[config.mk]
export PLATFORM = sky130hd
export DESIGN_NAME = proc_ctrl
export DESIGN_NICKNAME = d
export VERILOG_FILES = /design/src/rtl/proc_ctrl.sv
export SDC_FILE = /design/constraint.sdc
export NUM_CORES = 1
export LEC_CHECK = 0
export BUFFER_PORTS_ARGS = -buffer_cell sky130_fd_sc_hd__buf_2
export CORE_UTILIZATION = 39
export CTS_BUF_LIST = sky130_fd_sc_hd__clkbuf_8 sky130_fd_sc_hd__clkbuf_16
export CTS_CLUSTER_DIAMETER = 120
export DETAILED_ROUTE_END_ITERATION = 16
export PLACE_DENSITY = 0.72
export SETUP_SLACK_MARGIN = 0.02
export SLEW_MARGIN = 5
export SYNTH_ARGS = -nofsm -noshare
export SYNTH_HDL_FRONTEND = slang
export SYNTH_SLANG_ARGS = --single-unit
[constraint.sdc]
create_clock -name clk -period 2.3 [get_ports clk]
set_input_delay 0.115 -clock clk [delete_from_list [all_inputs] [get_ports clk]]
set_output_delay 0.115 -clock clk [all_outputs]
set_load 0.03 [all_outputs]
[src/rtl/proc_ctrl.sv]
// Control unit for the bus-based processor: fetches one instruction in T0 and
// sequences register file, A/G registers and the shared bus through T1..T3.
module proc_ctrl #(
  parameter int DATA_W = 16,
  parameter int NREG   = 8
) (
  input  logic              clk,
  input  logic              rst,
  input  logic              run,
  input  logic [DATA_W-1:0] din,
  output logic              ir_ena,
  output logic [NREG-1:0]   reg_in,
  output logic [NREG-1:0]   reg_out,
  output logic              din_out,
  output logic              a_ena,
  output logic              g_ena,
  output logic              g_out,
  output logic              add_subnot,
  output logic              done,
  output logic              busy
);

  typedef enum logic [1:0] {T0, T1, T2, T3} step_t;

  localparam logic [2:0] OP_MV  = 3'b000;
  localparam logic [2:0] OP_MVI = 3'b001;
  localparam logic [2:0] OP_ADD = 3'b010;
  localparam logic [2:0] OP_SUB = 3'b011;

  step_t      step_q, step_d;
  logic [8:0] ir_q;
  logic [2:0] op, x, y;

  // Only din[8:0] is decoded; upper bits are bus data for mvi.
  logic unused_din_hi;
  assign unused_din_hi = ^din[DATA_W-1:9];

  assign op = ir_q[8:6];
  assign x  = ir_q[5:3];
  assign y  = ir_q[2:0];

  function automatic logic [NREG-1:0] sel(input logic [2:0] idx);
    logic [NREG-1:0] v;
    v      = '0;
    v[idx] = 1'b1;
    return v;
  endfunction

  always_ff @(posedge clk) begin
    if (rst) begin
      step_q <= T0;
      ir_q   <= '0;
    end else begin
      step_q <= step_d;
      if (ir_ena) ir_q <= din[8:0];
    end
  end

  // Outputs are gated by rst so the reset cycle itself shows no enables.
  always_comb begin
    step_d     = step_q;
    ir_ena     = 1'b0;
    reg_in     = '0;
    reg_out    = '0;
    din_out    = 1'b0;
    a_ena      = 1'b0;
    g_ena      = 1'b0;
    g_out      = 1'b0;
    add_subnot = 1'b0;
    done       = 1'b0;
    busy       = 1'b0;
    if (!rst) begin
      busy = (step_q != T0);
      case (step_q)
        T0: begin
          ir_ena = run;
          if (run) step_d = T1;
        end
        T1: begin
          case (op)
            OP_MV: begin
              reg_out = sel(y);
              reg_in  = sel(x);
              done    = 1'b1;
              step_d  = T0;
            end
            OP_MVI: begin
              din_out = 1'b1;
              reg_in  = sel(x);
              done    = 1'b1;
              step_d  = T0;
            end
            OP_ADD, OP_SUB: begin
              reg_out = sel(x);
              a_ena   = 1'b1;
              step_d  = T2;
            end
            default: begin
              done   = 1'b1;
              step_d = T0;
            end
          endcase
        end
        T2: begin
          reg_out    = sel(y);
          g_ena      = 1'b1;
          add_subnot = (op == OP_ADD);
          step_d     = T3;
        end
        T3: begin
          g_out  = 1'b1;
          reg_in = sel(x);
          done   = 1'b1;
          step_d = T0;
        end
        default: step_d = T0;
      endcase
    end
  end

endmodule

# Word level (Yosys, flattened, before mapping)
# Cells that the tools add are included.
# classes
eq_ne,7
order_cmp,4
reduce_logical,7
n_mux,31
# op_table
op,count
8-bit one-hot mux with 2 select lines,3
8-bit two-way mux,3
1-bit two-way mux,19
"3-bit by 4-bit < comparator with 1-bit output, second input constant",2
2-bit one-hot mux with 4 select lines,1
1-bit demux with 3-bit select,2
"3-bit by 2-bit equality test with 1-bit output, second input constant",2
"3-bit by 1-bit >= comparator with 1-bit output, second input constant",2
"2-bit equality test, second input constant",2
2-bit two-way mux,2
2-bit OR reduction,2
"3-bit by 1-bit equality test with 1-bit output, second input constant",1
3-bit zero test,1
"2-bit by 1-bit equality test with 1-bit output, second input constant",1
1-bit logical AND,2
2-bit zero test,1
"2-bit != test, second input constant",1
1-bit one-hot mux with 2 select lines,1
2-bit nonzero test,1
# totals
in_bits,19
word_cells,51
out_inout_bits,24
reg_bits,11

# Depth between registers and ports, before layout
# depth
depth_word,7
mapped_depth,6
mapped_depth_nobuf,5

# Least setup slack after synthesis
# OpenSTA, ideal clock, no wires.
# synth_timing
path_type,reg-to-output
start,register step_q[0]
end,output reg_out[1]
required_ns,2.185
path_buffers,0
path_slack_ns,0.239
t_arrival_ns,1.946
stages_incl_launch_ff,6
cell_sequence,dfxtp_1 > inv_1 > ha_1 > nor2b_1 > nand3b_1 > o32ai_1
# synth_via
elab_chain_cells,3
word_cells_on_any_way,4
cone_classes,eq/ne (2); mux (2)
# synth_lines
element,line,source
"start, declared",30,"step_t step_q, step_d;"
"start signal, assigned",54,step_q <= step_d;
2-bit equality test or 2-bit by 1-bit equality test with 1-bit output (tied branches),74,case (step_q)
8-bit one-hot mux with 2 select lines *,74,
8-bit two-way mux *,72,if (!rst) begin
"end, declared",13,"output logic [NREG-1:0] reg_out,"
# Mark *: on every way between the ends. The rest lies on a longest branch, timed or not.

# Final worst setup path
# layout_timing
start,register step_q[0]
end,output reg_out[4]
# Same word-level chain as after synthesis.

==> run metrics <==
Leakage Power 0.4654 nW; largest net degree at the start of global routing 22; global-route wire length before repair 2849 um; Async S/R FF share, synth 0; RSZ-0062 raised after global routing false; syn nets 130; Tcrit/Tclk final 0.8842; Initial DRC Count 8; total CTS buffers 3; Vias per Instance 5.113; H-Tree Depth 1; clk_skew between 0.003 and 0.004 ns; FP Rows 15; Post-Route WL approximately 1900 um; Max VDD drop approximately 0.00042 V; post-cts resize count 0; fin crit period just over 2 ns; die area between 2000 and 2500 sq um; Primary FF master, synth dfxtp_1; MaxCap Viol Count 0; I/O Pins 43; number of flops mapped to enable cells by yosys 0; Yosys warning total 0; CTS tree yes; Clock transition at path regs roughly 0.050 ns; final number of setup-violating endpoints 0; Tot GR Track Use 0.1806; Critical Path Start Type flip-flop; Fin. Hold Viols 0; postcts setup bufs 0; Slew HR 0.6904; setup TNS 0 ns; GRT overflow 0; share of cells above drive strength 1 0.2867; NumNets Final 167; # hold bufs at CTS 0; Die Wd 45.91 um; maximum net fanout on the critical path 6; Worst-Margin Slew 0.4595 ns; Residual DRC 0; Vias about 860; core area roughly 1800 sq um; worst skew pair latency ~0.23 ns; most common cell after layout, fill and taps aside buf_2; vias in the first global route roughly 700; initial antenna violation count 0; CTS root buffer clkbuf_8; die height 45.91 um; Critical Path RT around 2.2 ns; WS Path Type flip-flop to primary output; status completed; Critical Path Slowest Stage Cell dfxtp_1; Initial Util 0.4262; Longest Clk Path Bufs 2; Seq/Total Area, Yosys 0.2928; Port Buf Inserts 35; most frequent cells in the layout buf_2 (35), nand2_1 (21), nor2_1 (17); Area growth, synth to finish 31.95%; Tot Pwr 0.5174 mW; Antenna Cells 0; post-synthesis cell count roughly 110; syn_area_per_cell approximately 7.0 sq um; Synth Register Bits 11; Hold Path Class input pin to flip-flop; Post-DRT Antenna Nets 0; Fmax achieved between 0.4 and 0.5 GHz; Netlist cell types 25; drt first pass iters 4; gpl congestion between 0.8 and 0.9; Synth area leader dfxtp_1; largest cells by area after synthesis dfxtp_1 (29%), nand2_1 (10%), nor2_1 (8.5%), a21oi_1 (7.3%), ha_1 (6.7%); CP Cell Sequence inv_1 -> ha_1 -> nor2b_2 -> nand4_1 -> o22ai_1 -> buf_2; area of the mapped netlist around 750 sq um; Slew Limit Fails 0; DP HPWL 1466 um; Pwr per Cell Area between 500 and 600 nW/um^2; critical path arrival ~1.9 ns; slowest stage delay, CP roughly 0.42 ns; Wirelength per Cell roughly 11 um; Yosys top cell area share 0.2928; clk sinks 11; Setup crit end kind primary output
[worst max-delay path: cells and delay by family, from the launching register on]
family          cells  cell delay [ns]
compound gates      1             0.20
fa+ha+maj           1             0.30
buf+inv             2             0.31
simple gates        2             0.45
flops               1             0.42
[logic make-up (layout without fill, tap and decap cells)]
| logic type | after synthesis | after routing | synth area share |
|---|---|---|---|
| flip-flops | 11 | 11 | 0.2928 |
| AO/OA/AOI/OAI | 24 | 24 | 0.1914 |
| adder cells (fa/ha/maj) | 4 | 4 | 0.06656 |
| AND/OR/NAND/NOR | 63 | 63 | 0.4210 |
| buffers and inverters | 5 | 41 | 0.02829 |
[cell type report]
cell class / count / area, sq um
fillers: 175 / 772.0
multi-input cells: 91 / 513.0
flip-flops and latches: 11 / 220.2
repair buffers: 35 / 175.2
clock buffers: 3 / 41.29
well taps: 25 / 31.28
inverters: 2 / 7.507
clock inverters: 1 / 3.754
[state kept, by name (all words and copies together) (netlist names), named ones only]
signal and count:
ir_q 9, step_q 1
[final timing paths]
kind	start	endpoint	slack (ns)	cells past startpoint
min reg2reg	ir_q[0]$_SDFFE_PP0P_	ir_q[0]$_SDFFE_PP0P_	0.50	2
max	step_q[0]$_SDFFE_PP0P_	reg_out[4]	0.27	6
min	din[8]	ir_q[8]$_SDFFE_PP0P_	0.12	3
max reg2reg	step_q[0]$_SDFFE_PP0P_	ir_q[7]$_SDFFE_PP0P_	0.91	5
[power by group]
group | internal (mW) | leakage (nW) | switching [mW] | total [mW]
Sequential | 0.204 | 0.0903 | 0.0180 | 0.222
Clock | 0.117 | 0.0269 | 0.0663 | 0.183
Combinational | 0.0418 | 0.348 | 0.0705 | 0.112
[stage by stage]
step | hold WS [ns] | worst slack, ns | instances | utilization | instance area (sq um)
floorplan | 0.2510 | 0.2386 | 107 | - | 752.0
global placement | 0.3566 | 0.4242 | 164 | 0.5355 | 944.7
detailed placement | 0.3640 | 0.3979 | 164 | 0.5355 | 944.7
CTS | 0.1171 | 0.1387 | 168 | 0.5610 | 989.7
global route | 0.1204 | 0.09833 | 168 | 0.5624 | 992.2
finish | 0.1169 | 0.2664 | 168 | 0.5624 | 992.2
[cell usage after synthesis (2+ instances only)]
library cell	n
nand2_1	21
nor2_1	17
inv_1	2
nand2b_1	4
dfxtp_1	11
ha_1	4
and3b_1	2
o22ai_1	4
nand3b_1	2
nor3b_1	2
buf_2	2
nand3_1	2
o32ai_1	3
nand4_1	3
nor2b_1	6
o21ai_0	3
a21oi_1	11
[metal layers]
metal	routed length (um)	global-route usage	vias to the layer above
li1	-	-	444
met1	882	0.2470	386
met2	902	0.2930	27
met3	86	0.02381	2
met4	4	0.05294	0
met5	0	0	-
Power figures use the tool's default switching activity.
